File: src/rtl/pak_crc_sequencer.sv
// Bit-serial controller-pak CRC-8 (poly 0x85, init 0x00, 8 zero augmentation bits)
// over fixed-length blocks of BLOCK_LEN bytes, one bit step per clock.

`timescale 1ns/1ps

module pak_crc_sequencer #(
  parameter int unsigned BLOCK_LEN = 32
) (
  input  logic       clk,
  input  logic       reset_n,
  input  logic       start,
  input  logic [7:0] byte_in,
  input  logic       byte_valid,
  output logic       byte_ready,
  output logic [7:0] crc_out,
  output logic       crc_valid,
  output logic       busy
);

  localparam logic [7:0] Poly     = 8'h85;
  localparam logic [5:0] LastByte = 6'(BLOCK_LEN - 1);

  typedef enum logic [2:0] {
    StIdle,
    StLoad,
    StShift,
    StFlush,
    StDone
  } state_e;

  state_e     state_q, state_d;
  logic [7:0] crc_q, crc_d;
  logic [7:0] shift_q, shift_d;
  logic [7:0] crc_out_q, crc_out_d;
  logic [2:0] bit_cnt_q, bit_cnt_d;
  logic [5:0] byte_cnt_q, byte_cnt_d;

  function automatic logic [7:0] crc_step(input logic [7:0] crc, input logic din);
    crc_step = {crc[6:0], din} ^ (crc[7] ? Poly : 8'h00);
  endfunction

  always_ff @(posedge clk or negedge reset_n) begin
    if (!reset_n) begin
      state_q    <= StIdle;
      crc_q      <= 8'h00;
      shift_q    <= 8'h00;
      crc_out_q  <= 8'h00;
      bit_cnt_q  <= 3'd0;
      byte_cnt_q <= 6'd0;
    end else begin
      state_q    <= state_d;
      crc_q      <= crc_d;
      shift_q    <= shift_d;
      crc_out_q  <= crc_out_d;
      bit_cnt_q  <= bit_cnt_d;
      byte_cnt_q <= byte_cnt_d;
    end
  end

  always_comb begin
    state_d    = state_q;
    crc_d      = crc_q;
    shift_d    = shift_q;
    crc_out_d  = crc_out_q;
    bit_cnt_d  = bit_cnt_q;
    byte_cnt_d = byte_cnt_q;

    // start wins in every state, including a same-cycle byte_valid in IDLE.
    if (start) begin
      state_d    = StLoad;
      crc_d      = 8'h00;
      shift_d    = 8'h00;
      bit_cnt_d  = 3'd0;
      byte_cnt_d = 6'd0;
    end else begin
      unique case (state_q)
        StIdle: ;
        StLoad: begin
          if (byte_valid) begin
            shift_d   = byte_in;
            bit_cnt_d = 3'd7;
            state_d   = StShift;
          end
        end
        StShift: begin
          crc_d   = crc_step(crc_q, shift_q[7]);
          shift_d = {shift_q[6:0], 1'b0};
          if (bit_cnt_q == 3'd0) begin
            if (byte_cnt_q == LastByte) begin
              bit_cnt_d = 3'd7;
              state_d   = StFlush;
            end else begin
              byte_cnt_d = byte_cnt_q + 6'd1;
              state_d    = StLoad;
            end
          end else begin
            bit_cnt_d = bit_cnt_q - 3'd1;
          end
        end
        StFlush: begin
          crc_d = crc_step(crc_q, 1'b0);
          if (bit_cnt_q == 3'd0) begin
            // Result is published on entry so it is visible during the DONE pulse.
            crc_out_d = crc_step(crc_q, 1'b0);
            state_d   = StDone;
          end else begin
            bit_cnt_d = bit_cnt_q - 3'd1;
          end
        end
        StDone:  state_d = StIdle;
        default: state_d = StIdle;
      endcase
    end
  end

  assign byte_ready = (state_q == StLoad);
  assign crc_valid  = (state_q == StDone);
  assign busy       = (state_q != StIdle);
  assign crc_out    = crc_out_q;

endmodule

File: config.mk
export PLATFORM = sky130hd
export DESIGN_NAME = pak_crc_sequencer
export DESIGN_NICKNAME = d
export VERILOG_FILES = /design/src/rtl/pak_crc_sequencer.sv
export SDC_FILE = /design/constraint.sdc
export NUM_CORES = 1
export LEC_CHECK = 0
export CAP_MARGIN = 20
export CORE_MARGIN = 4
export CORE_UTILIZATION = 32
export DETAILED_ROUTE_END_ITERATION = 8
export DONT_BUFFER_PORTS = 1
export PLACE_DENSITY = 0.43
export SLEW_MARGIN = 10
export SYNTH_ARGS = -nofsm -noshare
export SYNTH_HDL_FRONTEND = slang
export SYNTH_SLANG_ARGS = --single-unit
File: constraint.sdc
create_clock -name clk -period 2 [get_ports clk]
set_input_delay 0.2 -clock clk [delete_from_list [all_inputs] [get_ports clk]]
set_output_delay 0.2 -clock clk [all_outputs]
set_load 0.03 [all_outputs]
==> results.toml <==
[floorplan]
die-height_um = 84.33
rows = 27
core_area_sq_um = 5574
die_w_um = 84.33
initial_core_util = 0.3345
die_area_sq_um = 7111
io_pins = 23

[finish]
final_area_sq_um = 2087
finalNetCount = 204
drive_gt1_frac = 0.1842
antenna_cells = 0
syn_to_final_growth_pct = 11.95

[setup_path]
path_common_cell = "buf_4"
r2r_start = "bit_cnt_q[0]$_DFFE_PN0P_"
crit_path_end_kind = "output port"
startpoint = "state_q[0]$_DFFE_PN0P_"
critical_path.max_fanout = 15
cp-endpoint = "byte_ready"
crit_family = "flip-flops"
path_cells = "buf_4 > or2b_1 > nor2_1 > buf_4"
critPathMaxStageDelay_ns = 0.55
reg2reg_depth = 6
cp_slowest_cell = "dfrtp_2"
crit_required_ns = 1.80
r2r_setup_slack_ns = 0.29
crit_cells = 4
crit_path_start_kind = "flip-flop"
worstPathArrival_ns = 1.58
criticalPathCategory = "reg -> out"
r2r_end = "crc_out[4]$_DFFE_PN0P_"
cp_num_buf_inv = 2

[sta]
setup_violations = 0
slew_violations = 0
max_freq_mhz = 563.4
worst_pin_slew_ns = 0.7122
timing.final.ws_setup_ns = 0.2250
period_share = 0.8875
max_slew_margin = 0.5237
timing.hold.ws_ns = 0.03704
min_period_ns = 1.775
rsz0062_at_grt = "false"
hold_viol_final = 0
fin_skew_ns = 0.004265
finalSetupTns_ns = 0

[pwr]
power_mw = 2.038
ir_drop_uv = 403.7
power_density_nw_per_um2 = 976.4
leakagePower_nw = 0.9010

[synthesis]
synth_area_sq_um = 1864
syn_nets = 197
ys_async_sr_fraction = 1.000
synth_cells = 182
avgSynthCellArea_sq_um = 10.24
synthDistinctLibCells = 40
synth_warnings = 0
yosysSeqAreaShare = 0.4832
synth_edf_count = 0
yosys_register_bits = 36
synth_ff_type = "dfrtp_1"

[clock_network]
cts_buffer_depth = 2
clk_pin_slew_ns = 0.07
cts.sinks = 36
clockRootBuffer = "clkbuf_8"
insertion_delay_ns = 0.29
cts_inserted_buffers = 5
htreeDepth = 2
cts_setup_buffers = 0
cts_tree = "built"

[run_status]
outcome = "finished, final reports clean"

[global_route]
use_met1 = 0.1620
grt_use_met2 = 0.1836
grt_overflow = 0
grt.total_usage = 0.1222
grt-busiest-layer = "met2"
antenna_found_initial = 0
grt_pass1_wl_um = 6934
use_met3 = 0.04514
grt_max_degree = 37
grt_pass1_vias = 1412

[detailed_routing]
drtIter0Drc = 29
drtPass1Iterations = 4
viasPerCell = 5.027
num_vias = 1317
ant_nets = 0
route.detailed.drc = 0
routed_wl_um = 3982
routedWlPerCell_um = 15.20

[placement]
dp_slack_ns = 0.2824
place_congestion = 0.7968
portBuffers = 0
hpwl_um = 2663
placedInstanceArea_sq_um = 1952

[min_path]
hold_class = "in -> reg"

[run]
cap_violations = 0
==> cell families after synthesis <==
kind of cell               synth area share
AOI/OAI and AO/OA                    0.1369
xor gates and xnor gates            0.03759
and+or+nand+nor                      0.1886
DFF                                  0.4832
adders and majority gates           0.02014
muxes                               0.08993
buffers and inverters               0.04362
==> per-layer routing <==
layer,vias to the layer above,wire [um]
li1,635,-
met1,645,1893
met2,31,1788
met3,6,237
met4,0,63
met5,-,0
==> per-stage QoR <==
step	std cells	util
6_report	262	0.3744
5_1_grt	262	0.3744
4_1_cts	262	0.3742
3_5_place_dp	251	0.3502
3_3_place_gp	251	0.3502
2_1_floorplan	182	-
==> cells in the mapped netlist, types with 4 or more instances <==
library cell | number | area share
a21oi_1 | 17 | 0.046
buf_2 | 5 | 0.013
dfrtp_1 | 36 | 0.48
inv_1 | 5 | 0.010
mux2_1 | 5 | 0.030
mux2_2 | 9 | 0.054
nand2_1 | 26 | 0.052
nand2b_1 | 5 | 0.017
nand3b_1 | 4 | 0.016
nor2_1 | 13 | 0.026
o21ai_0 | 12 | 0.032
xnor2_1 | 5 | 0.023
==> worst register-to-register path, delay by kind of cell, from the launching register on <==
family                     cells  cell delay, ns
adders and majority gates      1            0.25
buffers and inverters          2            0.27
muxes                          1            0.34
DFF                            1            0.40
and+or+nand+nor                2            0.34
==> cells in the final DEF, fill, tap and decap left out, types with 2 or more instances in the layout <==
cell type,count
or3_1,2
xor2_1,3
nor2_1,13
buf_4,8
a211oi_1,2
ha_1,3
nor3b_1,2
clkbuf_8,6
o21ai_0,12
nand2b_1,5
nand3b_1,4
mux2_2,9
a21oi_1,17
nor2b_1,3
dfrtp_1,35
mux2_1,5
nand2_1,26
dlygate4sd3_1,2
xnor2_1,5
inv_1,5
==> report_power, final <==
part / internal, mW / switching (mW)
combinational: 0.231 / 0.277
sequential: 0.827 / 0.154
clock: 0.280 / 0.269
==> registers in the layout, indices dropped and copies added, names as in the netlist <==
register    flops
shift_q         8
state_q         3
byte_cnt_q      6
bit_cnt_q       3
crc_q           8
crc_out         8
==> repair_timing <==
action / CTS / global route
setup endpoints to repair: 0 / 1
resized for setup: 0 / 1
hold endpoints to repair: 53 / 0
hold buffers: 3 / 0
==> layout make-up <==
cell class	instances	area, sq um
clock buffers	7	86.33
clock inverters	1	7.507
fillers	575	3487
inverters	5	18.77
multi-input cells	130	882.1
flip-flops and latches	36	902.1
well taps	72	90.09
repair buffers	11	100.1
==> worst min-delay path by stage <==
stage	startpoint	to	slack (ns)	depth (start not counted)
3_3_place_gp	reset_n	byte_cnt_q[0]$_DFFE_PN0P_	-0.09	0
4_1_cts	start	state_q[0]$_DFFE_PN0P_	0.02	1
6_report	start	state_q[0]$_DFFE_PN0P_	0.04	1
2_1_floorplan	reset_n	bit_cnt_q[0]$_DFFE_PN0P_	-0.1	0
5_1_grt	start	state_q[0]$_DFFE_PN0P_	0.03	1
3_5_place_dp	reset_n	byte_cnt_q[1]$_DFFE_PN0P_	-0.09	0
Note: power is estimated with default switching activity, not from simulation.
